$ cat src/rtl/bcd_to_binary_seq.sv
// Sequential packed-BCD to binary converter (reverse double dabble).
// One bit of the result is produced per SHIFT cycle; non-decimal digits abort early with err set.
module bcd_to_binary_seq #(
    parameter int DIGITS = 8,
    parameter int BIN_W  = 27
) (
    input  logic                  clk,
    input  logic                  rst,
    input  logic                  start,
    input  logic [4*DIGITS-1:0]   bcd_in,
    output logic                  busy,
    output logic                  done,
    output logic [BIN_W-1:0]      binary_out,
    output logic                  err
);

    localparam int BCD_W  = 4 * DIGITS;
    localparam int WORK_W = BCD_W + BIN_W;
    localparam int CNT_W  = (BIN_W > 2) ? $clog2(BIN_W) : 1;
    localparam logic [CNT_W-1:0] LAST_CNT = CNT_W'(BIN_W - 1);

    typedef enum logic [1:0] {
        S_IDLE  = 2'd0,
        S_CHECK = 2'd1,
        S_SHIFT = 2'd2,
        S_DONE  = 2'd3
    } state_t;

    function automatic logic has_bad_digit(input logic [BCD_W-1:0] bcd);
        logic bad;
        bad = 1'b0;
        for (int i = 0; i < DIGITS; i++) begin
            bad = bad | (bcd[4*i +: 4] > 4'd9);
        end
        return bad;
    endfunction

    // Shift right one bit, then pull every BCD digit that reached 8 or more back by 3.
    function automatic logic [WORK_W-1:0] dabble_step(input logic [WORK_W-1:0] w);
        logic [WORK_W-1:0] s;
        s = {1'b0, w[WORK_W-1:1]};
        for (int i = 0; i < DIGITS; i++) begin
            s[BIN_W + 4*i +: 4] = (s[BIN_W + 4*i +: 4] >= 4'd8) ?
                                  (s[BIN_W + 4*i +: 4] - 4'd3) :
                                  s[BIN_W + 4*i +: 4];
        end
        return s;
    endfunction

    state_t              state_r, state_s;
    logic [WORK_W-1:0]   work_r, work_s, step_s;
    logic [CNT_W-1:0]    cnt_r, cnt_s;
    logic [BIN_W-1:0]    bin_r, bin_s;
    logic                err_r, err_s;
    logic                busy_r, busy_s;
    logic                done_r, done_s;

    assign step_s     = dabble_step(work_r);
    assign busy       = busy_r;
    assign done       = done_r;
    assign binary_out = bin_r;
    assign err        = err_r;

    // State register.
    always_ff @(posedge clk or posedge rst) begin
        if (rst) begin
            state_r <= S_IDLE;
        end else begin
            state_r <= state_s;
        end
    end

    // Next-state and next-datapath decode.
    always_comb begin
        state_s = state_r;
        work_s  = work_r;
        cnt_s   = cnt_r;
        bin_s   = bin_r;
        err_s   = err_r;
        case (state_r)
            S_IDLE: begin
                if (start) begin
                    work_s  = {bcd_in, {BIN_W{1'b0}}};
                    state_s = S_CHECK;
                end else begin
                    state_s = S_IDLE;
                end
            end
            S_CHECK: begin
                if (has_bad_digit(work_r[WORK_W-1:BIN_W])) begin
                    err_s   = 1'b1;
                    bin_s   = {BIN_W{1'b0}};
                    state_s = S_DONE;
                end else begin
                    cnt_s   = {CNT_W{1'b0}};
                    state_s = S_SHIFT;
                end
            end
            S_SHIFT: begin
                work_s = step_s;
                cnt_s  = cnt_r + {{(CNT_W-1){1'b0}}, 1'b1};
                if (cnt_r == LAST_CNT) begin
                    bin_s   = step_s[BIN_W-1:0];
                    err_s   = 1'b0;
                    state_s = S_DONE;
                end else begin
                    state_s = S_SHIFT;
                end
            end
            S_DONE: begin
                state_s = S_IDLE;
            end
            default: begin
                state_s = S_IDLE;
            end
        endcase
        busy_s = (state_s != S_IDLE);
        done_s = (state_s == S_DONE);
    end

    // Datapath and registered handshake outputs.
    always_ff @(posedge clk or posedge rst) begin
        if (rst) begin
            work_r <= {WORK_W{1'b0}};
            cnt_r  <= {CNT_W{1'b0}};
            bin_r  <= {BIN_W{1'b0}};
            err_r  <= 1'b0;
            busy_r <= 1'b0;
            done_r <= 1'b0;
        end else begin
            work_r <= work_s;
            cnt_r  <= cnt_s;
            bin_r  <= bin_s;
            err_r  <= err_s;
            busy_r <= busy_s;
            done_r <= done_s;
        end
    end

endmodule

$ cat config.mk
export PLATFORM = sky130hd
export DESIGN_NAME = bcd_to_binary_seq
export DESIGN_NICKNAME = d
export VERILOG_FILES = /design/src/rtl/bcd_to_binary_seq.sv
export SDC_FILE = /design/constraint.sdc
export NUM_CORES = 1
export LEC_CHECK = 0
export BUFFER_PORTS_ARGS = -buffer_cell sky130_fd_sc_hd__buf_2
export CAP_MARGIN = 15
export CORE_UTILIZATION = 50
export CTS_CLUSTER_DIAMETER = 120
export CTS_CLUSTER_SIZE = 24
export DETAILED_ROUTE_END_ITERATION = 6
export GPL_TIMING_DRIVEN = 0
export PLACE_DENSITY = 0.71
export SLEW_MARGIN = 20
export SYNTH_ARGS = -nofsm -noshare
export SYNTH_HDL_FRONTEND = slang
export SYNTH_SLANG_ARGS = --single-unit
$ cat constraint.sdc
create_clock -name clk -period 3.6 [get_ports clk]
set_input_delay 0.72 -clock clk [delete_from_list [all_inputs] [get_ports clk]]
set_output_delay 0.72 -clock clk [all_outputs]
set_load 0.1 [all_outputs]
# [After elaboration in Yosys (flattened, before gate mapping)]
# Cells that the tools add are included.
[word_totals] in_bits=35 out_inout_bits=30 regBits=96
[classes] muxes=21 magnitude_cmp=15 eq_ne=9 n_bitwise=7 n_addsub=8 n_reduce_logical=7
[op_table] operator="case mux 59 bit (2 select lines)" n=1
[op_table] operator="2-to-1 mux 59 bit" n=1
[op_table] operator="2-to-1 mux 27 bit" n=2
[op_table] operator="case mux 27 bit (2 select lines)" n=1
[op_table] operator="> comparator 4 bit (second input constant)" n=8
[op_table] operator=">= comparator 4 bit (second input constant)" n=7
[op_table] operator="2-to-1 mux 4 bit" n=7
[op_table] operator="subtractor 4 x 2 -> 4 bit (second input constant)" n=7
[op_table] operator="case mux 5 bit (2 select lines)" n=1
[op_table] operator="!= test 2 bit (second input constant)" n=4
[op_table] operator="case mux 2 bit (4 select lines)" n=1
[op_table] operator="OR 1 bit" n=7
[op_table] operator="== test 2 bit (second input constant)" n=3
[op_table] operator="nonzero test 2 bit" n=3
[op_table] operator="adder 5 x 1 -> 5 bit (second input constant)" n=1
[op_table] operator="== test 5 bit (second input constant)" n=1
[op_table] operator="2-to-1 mux 1 bit" n=5
[op_table] operator="2-to-1 mux 5 bit" n=1
[op_table] operator="AND reduction 2 bit" n=2
[op_table] operator="AND reduction 3 bit" n=1
[op_table] operator="== test 2 x 1 -> 1 bit (second input constant)" n=1
[op_table] operator="zero test 2 bit" n=1
[op_table] operator="case mux 1 bit (2 select lines)" n=1

# [Longest topological paths before layout]
[logic_depth] ltp_word=11 mapped_depth=9 mapped_depth_nobuf=6

# [Worst setup path before layout]
# OpenSTA, ideal clock, no wires.
[synth_path] path_type="register to register" startpoint="register work_r[40]" endpoint="register bin_r[0], in the netlist binary_out[0]" stages_incl_launch_ff=9 t_required_ns=3.477 period_less_slack_ns=1.876 slack_ns=1.724 n_path_buf=3 t_arrival_ns=1.753 cell_sequence="dfrtp_1 o21ai_1 nand4_1 or3_1 buf_2 and4_4 buf_6 buf_6 a22o_1"
[synth_via] elab_chain_len=8
[synth_lines] element="start: declaration" line_no="51" source="logic [WORK_W-1:0] work_r, work_s, step_s;"
[synth_lines] element="start signal: assignment" line_no="124" source="work_r <= {WORK_W{1'b0}};"
[synth_lines] element="start signal: assignment" line_no="131" source="work_r <= work_s;"
[synth_lines] element="> comparator 4 bit" line_no="33" source="bad = bad | (bcd[4*i +: 4] > 4'd9);"
[synth_lines] element="OR 1 bit (5 in series)" line_no="33"
[synth_lines] element="!= test 2 bit (no line)"
[synth_lines] element="AND reduction 3 bit (no line)"
[synth_lines] element="end signal: assignment" line_no="126" source="bin_r <= {BIN_W{1'b0}};"
[synth_lines] element="end signal: assignment" line_no="133" source="bin_r <= bin_s;"
[synth_lines] element="end: declaration" line_no="53" source="logic [BIN_W-1:0] bin_r, bin_s;"
# Every way passes these cells.
# A chain may end at the register's enable or synchronous reset.

# [Worst setup path after layout]
[layout_path] startpoint="register state_r[0]" endpoint="register work_r[30]"
[layout_via] elab_chain_len=3 word_cells_on_any_way=6 cone_classes="eq/ne (2); mux (1); reduce/logical (3)"
[layout_lines] element="start: declaration" line_no="50" source="state_t state_r, state_s;"
[layout_lines] element="start signal: assignment" line_no="69" source="state_r <= state_s;"
[layout_lines] element="== test 2 bit / zero test 2 bit (equally long branches)" line_no="80" source="case (state_r)"
[layout_lines] element="nonzero test 2 bit (no line) / != test 2 bit (equally long branches)"
[layout_lines] element="AND reduction 2 bit (no line)"
# Parallel ways exist; a longest one is shown, timed or not.

==> run_results.csv <==
group,metric,value,unit
status,status,"finished clean",
yosys,netlist_area,4540,µm²
die,die_x,97.3,µm
clocking,cts_num_sinks,95,
timing,worstMarginPinSlew,0.908,ns
yosys,async_reset_ff_share,100,%
routing,routed_wl,10.1,mm
die,initial_utilization,51.9,%
routing,drt_iter0_drc,288,
clocking,clk_pin_slew,0.10,ns
timing,finalHoldViolations,0,
final_layout,fin_nets,602,
final_layout,finalNonFillerCells,661,
clocking,cts_hold_buf,0,
final_layout,multi_input_area,1960,µm²
timing,skew,0.0115,ns
setup_path,path_class,"register to register",
yosys,avgSynthCellArea,9.63,µm²
yosys,ys_top_cells_by_area,"dfrtp_1 52%, nand2_1 8.8%, o21ai_0 5.9%",
routing,avgViaCountPerCell,5.43,
place,io_buffers,64,
setup_path,start_kind,"register",
clocking,ctsResizeCount,0,
yosys,ys.flop_type,"dfrtp_1",
clocking,clockRootBuffer,"clkbuf_8",
clocking,cts.path.max_buffers,2,
timing,setup_tns,0,ns
final_layout,regArea,2380,µm²
routing,vias,3592,
place,hpwl,6.98,mm
final_layout,n_fill_cell,743,
timing,drv_slew,0,
place,gp_congestion,0.781,
timing,max_freq,397,MHz
global_routing,grt_max_degree,71,
clocking,cts_tree,"built",
final_layout,area_delta_synth_final,15.1,%
final_layout,final_common_cell,"nand2_1",
routing,final_antenna_net_count,0,
routing,firstDrtPassIters,5,
global_routing,antenna_found_initial,0,
clocking,numCtsBuffers,9,
die,fp-row-count,34,
setup_path,worstPathRequired,3.89,ns
yosys,yosys.cell_types.count,35,
die,ios,65,
die,coreArea,8760,µm²
global_routing,grt_pass1_vias,3585,
timing,rsz0062_at_grt,"false",
yosys,postSynthCellCount,472,
global_routing,overflow,0,
yosys,ys_seq_area_share,52.3,%
final_layout,design_area,5230,µm²
power,leakagePower,2.66,nW
place,place_area,5030,µm²
timing,slew_headroom,37.8,%
die,fp.dieH,97.3,µm
routing,wl_per_cell,15.3,µm
yosys,yosys_register_bits,95,
routing,drc,0,
timing,setup_viol,0,
timing,finalCriticalPeriod,2.52,ns
yosys,yosysTopAreaCellShare,52.3,%
final_layout,drive_gt1_share,16.8,%
run,drv_cap,0,
power,peakVddDrop,0.000377,V
final_layout,diodes,0,
die,die-area,9470,µm²
clocking,htreeDepth,3,
setup_path,cp_max_fo,10,
yosys,yosysTopAreaCell,"dfrtp_1",
yosys,syn_nets,526,
global_routing,grt_pass1_wl,17.6,mm
power,p_per_area,808,nW/µm²
global_routing,grtUsageTotal,23.2,%
timing,timing.hold.ws,0.293,ns
yosys,synth_edf_count,0,
setup_path,worstPathArrival,2.81,ns
yosys,ys_warn_count,0,
place,dp_cells,645,
timing,period_share,70.0,%
setup_path,cp-end-kind,"register",
clocking,insertion_delay,0.37,ns
final_layout,layout_common_cells,"106 x nand2_1, 95 x dfrtp_1, 68 x buf_2",
worst_hold_path,hold_class,"primary input to async pin",
clocking,postCtsSetupBuffers,0,
## cells by family after synthesis
kind of cell,count (synthesis),share of synthesized area [%]
and+or+nand+nor,167,16.4
buffers and inverters,49,4.65
AOI/OAI and AO/OA,117,16.2
muxes,11,2.48
xor gates and xnor gates,14,2.70
adders and majority gates,19,5.23
DFF,95,52.3
## power by group
group          switching [mW]  total [mW]  internal [mW]
sequential              0.297        1.61           1.31
clock                   0.414       0.703          0.288
combinational            1.24        1.91          0.669
## Yosys cell counts (6+ instances only)
library cell  instances
nand2_1             106
dfrtp_1              95
o21ai_0              54
nand3_1              30
a22o_1               29
inv_1                20
ha_1                 19
clkbuf_1             17
a21oi_1              14
xnor2_1              14
mux2i_1               9
nor2b_1               9
o211ai_1              7
nor2_1                6
## metal layers
layer / global-route usage [%] / share of wire (%)
met2: 34.3 / 45
met4: 8.82 / 1.7
met3: 3.53 / 4.1
met1: 34.6 / 49
met5: 0 / 0
## flip-flops by register name (all words and copies together), names as in the netlist
name and cells:
work_r 58, cnt_r 5, done 1, binary_out 27, state_r 2, busy 1
err 1
## through the flow
stage / power, mW / setup WS [ns] / util [%]
4_1_cts: 4.23 / 1.11 / 59.7
5_1_grt: 4.59 / 0.939 / 59.7
3_3_place_gp: 3.43 / -0.673 / 57.1
6_report: 4.23 / 1.08 / 59.7
3_5_place_dp: 3.52 / 1.13 / 57.4
2_1_floorplan: 2.98 / 0.403 / -
## area by class of cell
type	count	share of cell area, %
Multi-Input combinational cell	328	37.4
Clock buffer	10	2.63
Inverter	20	1.53
Tap cell	108	2.58
Sequential cell	95	45.4
Timing Repair Buffer	65	6.65
Buffer	29	2.61
Clock inverter	6	1.20
## final timing paths
path | startpoint | endpoint | slack (ns) | depth (start not counted)
worst max-delay path | state_r[0]$_DFF_PP0_ | work_r[30]$_DFFE_PP0P_ | 1.08 | 7
worst min-delay path | rst | binary_out[12]$_DFFE_PP0P_ | 0.29 | 2
worst max register to register | state_r[0]$_DFF_PP0_ | work_r[30]$_DFFE_PP0P_ | 1.08 | 7
worst min register to register | work_r[1]$_DFFE_PP0P_ | work_r[1]$_DFFE_PP0P_ | 0.48 | 2
max in group asynchronous | rst | work_r[54]$_DFFE_PP0P_ | 2.71 | 3
min in group clk | work_r[1]$_DFFE_PP0P_ | work_r[1]$_DFFE_PP0P_ | 0.48 | 2
## critical path, stage by stage, from the launching register on
cell and delay [ns]:
dfrtp_1 0.40, inv_1 0.08, ha_1 0.14, clkbuf_1 0.23
mux2i_1 0.80, clkbuf_1 0.42, o21ai_0 0.16, a21oi_1 0.21
Note: power is estimated with default switching activity, not from simulation.
